### src/rtl/descramble_pkg.sv
// Shared constants, FSM state type and key-validity helper for the address
// descrambler.
package descramble_pkg;

    localparam int unsigned ADDR_W = 12;
    localparam int unsigned KEY_W  = 16;
    localparam int unsigned TAP_W  = 4;
    localparam int unsigned N_TAPS = KEY_W / TAP_W;
    localparam int unsigned CNT_W  = 5;

    localparam logic [TAP_W-1:0] MSB_TAP = TAP_W'(11);

    typedef enum logic [1:0] {
        ST_IDLE,
        ST_RUN,
        ST_DONE
    } state_e;

    // A key is invertible only if every tap addresses a real bit and the MSB
    // appears an odd number of times (pairs of MSB taps cancel out).
    function automatic logic key_is_valid(input logic [KEY_W-1:0] key);
        logic             in_range;
        logic             msb_odd;
        logic [TAP_W-1:0] tap;
        in_range = 1'b1;
        msb_odd  = 1'b0;
        for (int unsigned i = 0; i < N_TAPS; i++) begin
            tap = key[i*TAP_W +: TAP_W];
            if (tap > MSB_TAP) in_range = 1'b0;
            if (tap == MSB_TAP) msb_odd = ~msb_odd;
        end
        return in_range & msb_odd;
    endfunction

endpackage

### src/rtl/descramble_lfsr_inv_step.sv
// One inverse step of the keyed 12-bit LFSR scrambler.
// Forward step: s' = {s[10:0], s[k4]^s[k3]^s[k2]^s[k1]}.
// Inverse: the low bits shift back down, and s[11] is rebuilt from the
// feedback bit s'[0] by removing every non-MSB tap contribution s'[k+1].
// Taps above the MSB read as 0 so an illegal key never produces X.
module lfsr_inv_step
    import descramble_pkg::*;
(
    input  logic [ADDR_W-1:0] state_i,
    input  logic [KEY_W-1:0]  key_i,
    output logic [ADDR_W-1:0] state_o
);

    logic             fb;
    logic [TAP_W-1:0] tap;

    // Recover the bit that was shifted out of the MSB on the forward step.
    always_comb begin
        fb  = state_i[0];
        tap = '0;
        for (int unsigned i = 0; i < N_TAPS; i++) begin
            tap = key_i[i*TAP_W +: TAP_W];
            if (tap < MSB_TAP) fb = fb ^ state_i[tap + 1'b1];
        end
    end

    assign state_o = {fb, state_i[ADDR_W-1:1]};

endmodule

### src/rtl/descramble.sv
// Iterative address descrambler: accepts a scrambled address and tap key,
// runs ROUNDS inverse LFSR steps (one per cycle) and presents the plain
// address with a valid/ready handshake on both sides.
// Optional build macro: DESCRAMBLE_KEY_CHECK_EN -- non-invertible keys skip
// the rounds and return the input unchanged with key_err set.
module descramble
    import descramble_pkg::*;
#(
    parameter int unsigned ROUNDS = 12
)
(
    input  logic              clk,
    input  logic              reset,
    input  logic [ADDR_W-1:0] in_addr,
    input  logic [KEY_W-1:0]  key,
    input  logic              in_valid,
    output logic              in_ready,
    output logic [ADDR_W-1:0] out_addr,
    output logic              out_valid,
    input  logic              out_ready,
    output logic              key_err
);

    localparam logic [CNT_W-1:0] LAST_RND = CNT_W'(ROUNDS - 1);

    state_e            state_q;
    logic [ADDR_W-1:0] work_q;
    logic [ADDR_W-1:0] work_d;
    logic [KEY_W-1:0]  key_q;
    logic [CNT_W-1:0]  cnt_q;
    logic              in_ready_q;
    logic              out_valid_q;
    logic              key_err_q;
    logic              key_bad;

`ifdef DESCRAMBLE_KEY_CHECK_EN
    assign key_bad = ~key_is_valid(key);
`else
    assign key_bad = 1'b0;
`endif

    lfsr_inv_step u_step (
        .state_i (work_q),
        .key_i   (key_q),
        .state_o (work_d)
    );

    // Control FSM with registered handshake outputs; the work register is
    // updated from the step logic while running.
    always_ff @(posedge clk or negedge reset) begin
        if (!reset) begin
            state_q     <= ST_IDLE;
            work_q      <= '0;
            key_q       <= '0;
            cnt_q       <= '0;
            in_ready_q  <= 1'b1;
            out_valid_q <= 1'b0;
            key_err_q   <= 1'b0;
        end else begin
            case (state_q)
                ST_IDLE: begin
                    if (in_valid) begin
                        work_q      <= in_addr;
                        key_q       <= key;
                        cnt_q       <= '0;
                        in_ready_q  <= 1'b0;
                        key_err_q   <= key_bad;
                        out_valid_q <= key_bad;
                        state_q     <= key_bad ? ST_DONE : ST_RUN;
                    end
                end
                ST_RUN: begin
                    work_q <= work_d;
                    cnt_q  <= cnt_q + 1'b1;
                    if (cnt_q == LAST_RND) begin
                        out_valid_q <= 1'b1;
                        state_q     <= ST_DONE;
                    end
                end
                ST_DONE: begin
                    if (out_ready) begin
                        out_valid_q <= 1'b0;
                        in_ready_q  <= 1'b1;
                        state_q     <= ST_IDLE;
                    end
                end
                default: begin
                    out_valid_q <= 1'b0;
                    in_ready_q  <= 1'b1;
                    state_q     <= ST_IDLE;
                end
            endcase
        end
    end

    assign in_ready  = in_ready_q;
    assign out_valid = out_valid_q;
    assign out_addr  = work_q;
    assign key_err   = key_err_q;

endmodule
### config.mk
export PLATFORM = sky130hd
export DESIGN_NAME = descramble
export DESIGN_NICKNAME = d
export VERILOG_FILES = /design/src/rtl/descramble_pkg.sv /design/src/rtl/descramble_lfsr_inv_step.sv /design/src/rtl/descramble.sv
export SDC_FILE = /design/constraint.sdc
export NUM_CORES = 1
export LEC_CHECK = 0
export CAP_MARGIN = 20
export CORE_ASPECT_RATIO = 1.4
export CORE_MARGIN = 5
export CORE_UTILIZATION = 25
export CTS_BUF_LIST = sky130_fd_sc_hd__clkbuf_4
export DETAILED_ROUTE_END_ITERATION = 8
export PLACE_DENSITY_LB_ADDON = 0.15
export SLEW_MARGIN = 20
export SYNTH_ARGS = -nofsm -noshare
export SYNTH_HDL_FRONTEND = slang
export SYNTH_SLANG_ARGS = --single-unit
### constraint.sdc
create_clock -name clk -period 2.1 [get_ports clk]
set_input_delay 0.42 -clock clk [delete_from_list [all_inputs] [get_ports clk]]
set_output_delay 0.42 -clock clk [all_outputs]
set_load 0.05 [all_outputs]
==> results of run 1 <==
-- timing repair --
action / in CTS / in global routing
gates resized for setup: 5 / 4
pin swaps: 1 / 0
endpoints found under the setup margin: 3 / 3
gates cloned: 0 / 0
buffers inserted: 0 / 0
-- final cells by class --
type,instances,share of cell area [%]
repair buffers,75,22.1
multi-input cells,180,40.5
diodes,1,0.0843
well taps,105,4.42
flip-flops and latches,36,30.6
clock buffers,7,1.77
inverters,3,0.379
clock inverters,1,0.126
-- path summary, 6_finish.rpt --
| path | end | slack (ns) |
|---|---|---|
| max | out_addr[11]$_DFFE_PN0P_ | -0.06 |
| min | cnt_q[2]$_DFFE_PN0P_ | 0.50 |
| max reg2reg | out_addr[11]$_DFFE_PN0P_ | -0.06 |
| min reg2reg | cnt_q[4]$_DFFE_PN0P_ | 0.51 |
| max in group asynchronous | key_q[8]$_DFFE_PN0P_ | 1.23 |
| min in group clk | cnt_q[4]$_DFFE_PN0P_ | 0.51 |
-- Yosys cell counts (2+ instances only) --
cell type  count
nand2_1       55
dfrtp_1       35
nor2_1        31
o22ai_1       13
o21ai_0        9
a21oi_1        7
mux2i_1        6
clkbuf_1       5
ha_1           5
nand3_1        5
mux2_2         4
mux4_1         4
mux4_2         4
nand2b_1       4
buf_6          3
inv_1          3
nor3_1         3
xnor2_1        3
xor2_1         3
a22oi_1        2
nand4_1        2
nor2b_1        2
nor3b_1        2
o21ai_2        2
-- worst max-delay path, stage by stage (launching register included) --
cell and delay, ns:
dfrtp_1 0.46, ha_1 0.35, mux4_1 0.29, and3b_1 0.19, o21ai_2 0.12, xor2_1 0.20, xnor3_1 0.34, o21ai_1 0.13
-- cells by family (layout without fill, tap and decap cells) --
kind of cell | count (synthesis) | after routing | share of synthesized area, %
other cells | 1 | 2 | 0.174
simple gates | 107 | 107 | 21.0
xor+xnor | 7 | 7 | 3.49
flops | 36 | 36 | 41.9
compound gates | 42 | 42 | 13.0
mux | 18 | 18 | 14.0
fa+ha+maj | 5 | 5 | 2.91
buf+inv | 13 | 86 | 3.55
-- state kept, by name, summed over array words and instances (netlist names) --
name / cells
key_q: 16
out_addr: 12
cnt_q: 5
in_ready: 1
state_q: 2
-- per-stage QoR --
step           util (%)  area (µm²)  setup slack (ns)
3_3_place_gp       33.9        2890           -0.0610
4_1_cts            34.7        2960           -0.0853
3_5_place_dp       33.9        2890            -0.101
5_1_grt            34.9        2970            -0.223
6_report           34.9        2970           -0.0557
2_1_floorplan         -        2170           0.00447
-- power by group through the flow --
| stage | logic, mW | registers [mW] | clock network [mW] |
|---|---|---|---|
| 2_1_floorplan | 2.04 | 1.86 | 0 |
| 3_3_place_gp | 3.59 | 1.45 | 0 |
| 3_5_place_dp | 3.63 | 1.44 | 0 |
| 4_1_cts | 3.67 | 1.44 | 0.408 |
| 5_1_grt | 3.99 | 1.49 | 0.442 |
| 6_report | 3.64 | 1.44 | 0.389 |
-- routing by layer --
layer | GRT usage (%) | vias up
li1 | - | 957
met1 | 16.5 | 910
met2 | 19.1 | 53
met3 | 2.13 | 5
met4 | 3.97 | 0
met5 | 0 | -
==> flow_metrics.env, run 1 <==
export IMPL_status="complete, but fails checks"
export IMPL_violations="negative setup slack"
export IMPL_syn_num_nets=266
export IMPL_critPathArrivalTime_ns=2.42
export IMPL_hold_slack_ns=0.496
export IMPL_wirelength_um=6120
export IMPL_p_int_mw=3.01
export IMPL_rows=40
export IMPL_synth_edf_count=0
export IMPL_multi_input_area_um2=1200
export IMPL_grt_antenna_before_repair=1
export IMPL_cts_tree="done"
export IMPL_p_per_area_nw_per_um2=1840
export IMPL_synthFlopType="dfrtp_1"
export IMPL_syn_to_final_growth_pct=38.0
export IMPL_ios=47
export IMPL_drt_iter0_drc=79
export IMPL_final_common_cell="nand2_1"
export IMPL_setup_tns_ns=-0.0557
export IMPL_final_period_utilization_pct=103
export IMPL_final_cell_mix="nand2_1 (55), buf_4 (39), nor2_1 (31), dfrtp_1 (31), clkdlybuf4s50_1 (31)"
export IMPL_setup_ws_ns=-0.0557
export IMPL_cts_root_buffer="clkbuf_4"
export IMPL_seqCellArea_um2=907
export IMPL_setup_violations_final=1
export IMPL_drive_above_1_share_pct=22.8
export IMPL_synth_top_area_cell="dfrtp_1"
export IMPL_synthCells=229
export IMPL_grt_usage_pct=12.1
export IMPL_power_switching_mw=2.46
export IMPL_pwr_share_seq_pct=26.3
export IMPL_clk_path_buf_depth=2
export IMPL_place_gp_congestion=0.755
export IMPL_rsz0062_at_grt="yes"
export IMPL_viasPerCell=4.72
export IMPL_startpoint="key_q[0]$_DFFE_PN0P_"
export IMPL_numClockSinks=36
export IMPL_highest_layer="met4"
export IMPL_first_global_vias=1952
export IMPL_dr_pass1_iters=4
export IMPL_die_w_um=88.4
export IMPL_fillers=913
export IMPL_layout_cells_non_filler=408
export IMPL_grt_max_degree=37
export IMPL_max_vdd_ir_drop_uv=878
export IMPL_grt_pass1_wl_um=9860
export IMPL_start_util_pct=25.3
export IMPL_async_flop_share_pct=100
export IMPL_wl_met2_um=2940
export IMPL_finClkSkew_ns=0.00408
export IMPL_p_sw_share_pct=45.0
export IMPL_path_class="flip-flop to flip-flop"
export IMPL_timing_final_max_slew_violations=0
export IMPL_netlist_area_leader_share_pct=40.7
export IMPL_syn_avg_cell_area_um2=9.39
export IMPL_post_route_min_period_ns=2.16
export IMPL_num_vias=1925
export IMPL_reg2reg_depth=7
export IMPL_clockPowerShare_pct=7.1
export IMPL_synthTopCellsByArea="dfrtp_1 (41%), nand2_1 (9.6%), nor2_1 (5.4%)"
export IMPL_ant_nets=0
export IMPL_path_clk_slew_ns=0.11
export IMPL_dpl_cell_count=399
export IMPL_finalHoldViolCount=0
export IMPL_finalPower_mw=5.47
export IMPL_syn_area_um2=2150
export IMPL_drc=0
export IMPL_maxCapViolCount=0
export IMPL_die_h_um=120
export IMPL_core_um2=8510
export IMPL_max_slew_margin_pct=66.3
export IMPL_fin_nets=338
export IMPL_numCtsBuffers=5
export IMPL_yosysWarnings=0
export IMPL_clk_latency_ns=0.33
export IMPL_required_ns=2.37
export IMPL_hold_path_class="input port to asynchronous set/reset pin"
export IMPL_leakage_nw=1.33
export IMPL_worstReg2RegStart="key_q[0]$_DFFE_PN0P_"
export IMPL_htree_levels=2
export IMPL_hpwl_um=4640
export IMPL_grt_overflow=0
export IMPL_dieArea_um2=10600
export IMPL_yosysUniqueCellTypes=41
export IMPL_crit_path_start_kind="flip-flop"
export IMPL_wl_per_cell_um=15.0
export IMPL_synth_seq_area_share_pct=41.9
export IMPL_synth_seq_cells=36
export IMPL_fmax_mhz=464
export IMPL_crit_fanout=5
export IMPL_wl_met1_um=2820
export IMPL_cp_end_kind="flip-flop"
export IMPL_max_slew_worst_pin_slew_ns=0.504
export IMPL_ctsHoldBuffers=0
export IMPL_port_buffers=45
export IMPL_dr_wl_met3_um=280
export IMPL_combPwrFrac_pct=66.6
No activity file was read; power rests on OpenSTA's default activity.
==> run 2, diff against run 1 <==
CTS_BUF_LIST = unset   (was sky130_fd_sc_hd__clkbuf_4)
==> run 2 against run 1 <==
  * The run still ends with negative setup slack left
  * Non-clock buffer count did not move
  * Die area did not move
  * Register-to-register slack barely moved
  * Utilization rose by 0.96 points
  * Worst setup slack improved by 0.0068 ns
  * Clock skew fell by 0.00092 ns
  * Clock power rose by 92%
  * Total power rose by 6.5%
  * Critical path type unchanged
  * Largest power group unchanged
==> flow_metrics.env, run 2 (same netlist as run 1, synthesis figures left out) <==
export IMPL_status="complete, but fails checks"
export IMPL_violations="negative setup slack"
export IMPL_clk_latency_ns=0.28
export IMPL_max_slew_margin_pct=66.5
export IMPL_grt_pass1_wl_um=9890
export IMPL_drt_iter0_drc=80
export IMPL_leakage_nw=1.34
export IMPL_start_util_pct=25.3
export IMPL_p_int_mw=3.33
export IMPL_port_buffers=45
export IMPL_die_h_um=120
export IMPL_rsz0062_at_grt="yes"
export IMPL_n_antenna_cell=0
export IMPL_numCtsBuffers=5
export IMPL_drc=0
export IMPL_timing_final_max_slew_violations=0
export IMPL_ctsHoldBuffers=0
export IMPL_htree_levels=2
export IMPL_required_ns=2.30
export IMPL_max_slew_worst_pin_slew_ns=0.500
export IMPL_power_switching_mw=2.49
export IMPL_ant_nets=0
export IMPL_final_common_cell="nand2_1"
export IMPL_fmax_mhz=465
export IMPL_finClkSkew_ns=0.00316
export IMPL_top_register="key_q"
export IMPL_clk_path_buf_depth=2
export IMPL_cp_end_kind="flip-flop"
export IMPL_p_per_area_nw_per_um2=1910
export IMPL_rows=40
export IMPL_p_sw_share_pct=42.7
export IMPL_setup_violations_final=1
export IMPL_largest_register_ffs=16
export IMPL_pwr_share_seq_pct=24.8
export IMPL_hpwl_um=4640
export IMPL_cts_tree="done"
export IMPL_fin_util_pct=35.9
export IMPL_num_vias=1931
export IMPL_core_um2=8510
export IMPL_clockPowerShare_pct=12.8
export IMPL_first_global_vias=1948
export IMPL_path_clk_slew_ns=0.05
export IMPL_pre_cts_slack_ns=-0.101
export IMPL_grt_max_degree=37
export IMPL_crit_fanout=5
export IMPL_post_route_min_period_ns=2.15
export IMPL_maxCapViolCount=0
export IMPL_cts_root_buffer="clkbuf_16"
export IMPL_crit_path_start_kind="flip-flop"
export IMPL_hold_path_class="flip-flop to flip-flop"
export IMPL_numClockSinks=36
export IMPL_grt_overflow=0
export IMPL_setup_ws_ns=-0.0489
export IMPL_path_class="flip-flop to flip-flop"
export IMPL_syn_to_final_growth_pct=41.8
export IMPL_dieArea_um2=10600
export IMPL_grt_usage_pct=12.2
export IMPL_wl_per_cell_um=15.0
export IMPL_final_period_utilization_pct=102
export IMPL_finalHoldViolCount=0
export IMPL_fin_nets=338
export IMPL_drive_above_1_share_pct=22.2
export IMPL_setup_tns_ns=-0.0489
export IMPL_max_vdd_ir_drop_uv=896
export IMPL_final_cell_mix="nand2_1 (55), buf_4 (39), clkdlybuf4s50_1 (35), nor2_1 (31), dfrtp_1 (31)"
export IMPL_grt_antenna_before_repair=0
export IMPL_dr_pass1_iters=4
export IMPL_ios=47
export IMPL_wirelength_um=6120
export IMPL_fillers=902
export IMPL_die_w_um=88.4
export IMPL_combPwrFrac_pct=62.4
export IMPL_viasPerCell=4.74
export IMPL_critPathArrivalTime_ns=2.35
export IMPL_place_gp_congestion=0.755
## run 2: cell types whose count changed in the layout (fill, tap and decap cells not counted)
| cell | previous run | this run |
|---|---|---|
| dlymetal6s2s_1 | 2 | 0 |
| clkinv_1 | 1 | 0 |
| dlygate4sd2_1 | 2 | 0 |
| clkdlybuf4s50_1 | 31 | 35 |
| clkbuf_8 | 0 | 1 |
| clkbuf_1 | 0 | 2 |
| mux2i_2 | 1 | 0 |
| mux2i_1 | 5 | 6 |
| clkbuf_16 | 0 | 5 |
| diode_2 | 1 | 0 |
| clkbuf_4 | 7 | 0 |
## run 2: final timing paths
kind | start | to | slack (ns) | cells after the start
worst max-delay path | key_q[0]$_DFFE_PN0P_ | out_addr[11]$_DFFE_PN0P_ | -0.05 | 7
worst min-delay path | cnt_q[4]$_DFFE_PN0P_ | cnt_q[4]$_DFFE_PN0P_ | 0.50 | 1
worst max register to register | key_q[0]$_DFFE_PN0P_ | out_addr[11]$_DFFE_PN0P_ | -0.05 | 7
worst min register to register | cnt_q[4]$_DFFE_PN0P_ | cnt_q[4]$_DFFE_PN0P_ | 0.50 | 1
max in group asynchronous | reset | key_q[8]$_DFFE_PN0P_ | 1.16 | 2
min in group asynchronous | reset | cnt_q[2]$_DFFE_PN0P_ | 0.57 | 2
## run 2: critical path: stages, from the launching register on
cell     delay (ns)
dfrtp_1        0.44
ha_1           0.36
mux4_1         0.29
and3b_1        0.19
o21ai_2        0.12
xor2_1         0.20
xnor3_1        0.34
o21ai_1        0.13
## run 2: through the flow
step | power [mW] | area [µm²] | hold slack, ns | cells
floorplan | 3.89 | 2170 | 0.124 | 229
CTS | 5.90 | 3050 | 0.503 | 407
global route | 6.29 | 3050 | 0.526 | 407
global placement | 5.04 | 2890 | 0.480 | 399
finish | 5.82 | 3050 | 0.499 | 407
detailed placement | 5.08 | 2890 | 0.494 | 399
## run 2: routing by layer
| layer | GRT usage [%] | part of all wire, % | up-vias |
|---|---|---|---|
| li1 | - | - | 955 |
| met1 | 16.5 | 46 | 917 |
| met2 | 19.1 | 47 | 54 |
| met3 | 2.75 | 5.4 | 5 |
| met4 | 3.97 | 1.6 | 0 |
| met5 | 0 | 0 | - |
## run 2: power groups by stage
| stage | Sequential [mW] | Combinational (mW) | Clock (mW) |
|---|---|---|---|
| 2_1_floorplan | 1.86 | 2.04 | 0 |
| 3_3_place_gp | 1.45 | 3.59 | 0 |
| 3_5_place_dp | 1.44 | 3.63 | 0 |
| 4_1_cts | 1.44 | 3.69 | 0.766 |
| 5_1_grt | 1.50 | 3.99 | 0.805 |
| 6_report | 1.44 | 3.64 | 0.746 |
## run 2: repair_timing
item                       4_1_cts  5_1_grt
setup endpoints to repair        1        1
gates resized for setup          3        1
pin swaps                        1        0
buffers inserted                 0        0
## run 2: final cells by class
type                    instances  area (µm²)  area share [%]
inverters                       3        11.3           0.369
repair buffers                 75         654            21.5
flip-flops and latches         36         907            29.7
multi-input cells             180        1200            39.3
clock buffers                   8         146            4.80
well taps                     105         131            4.31
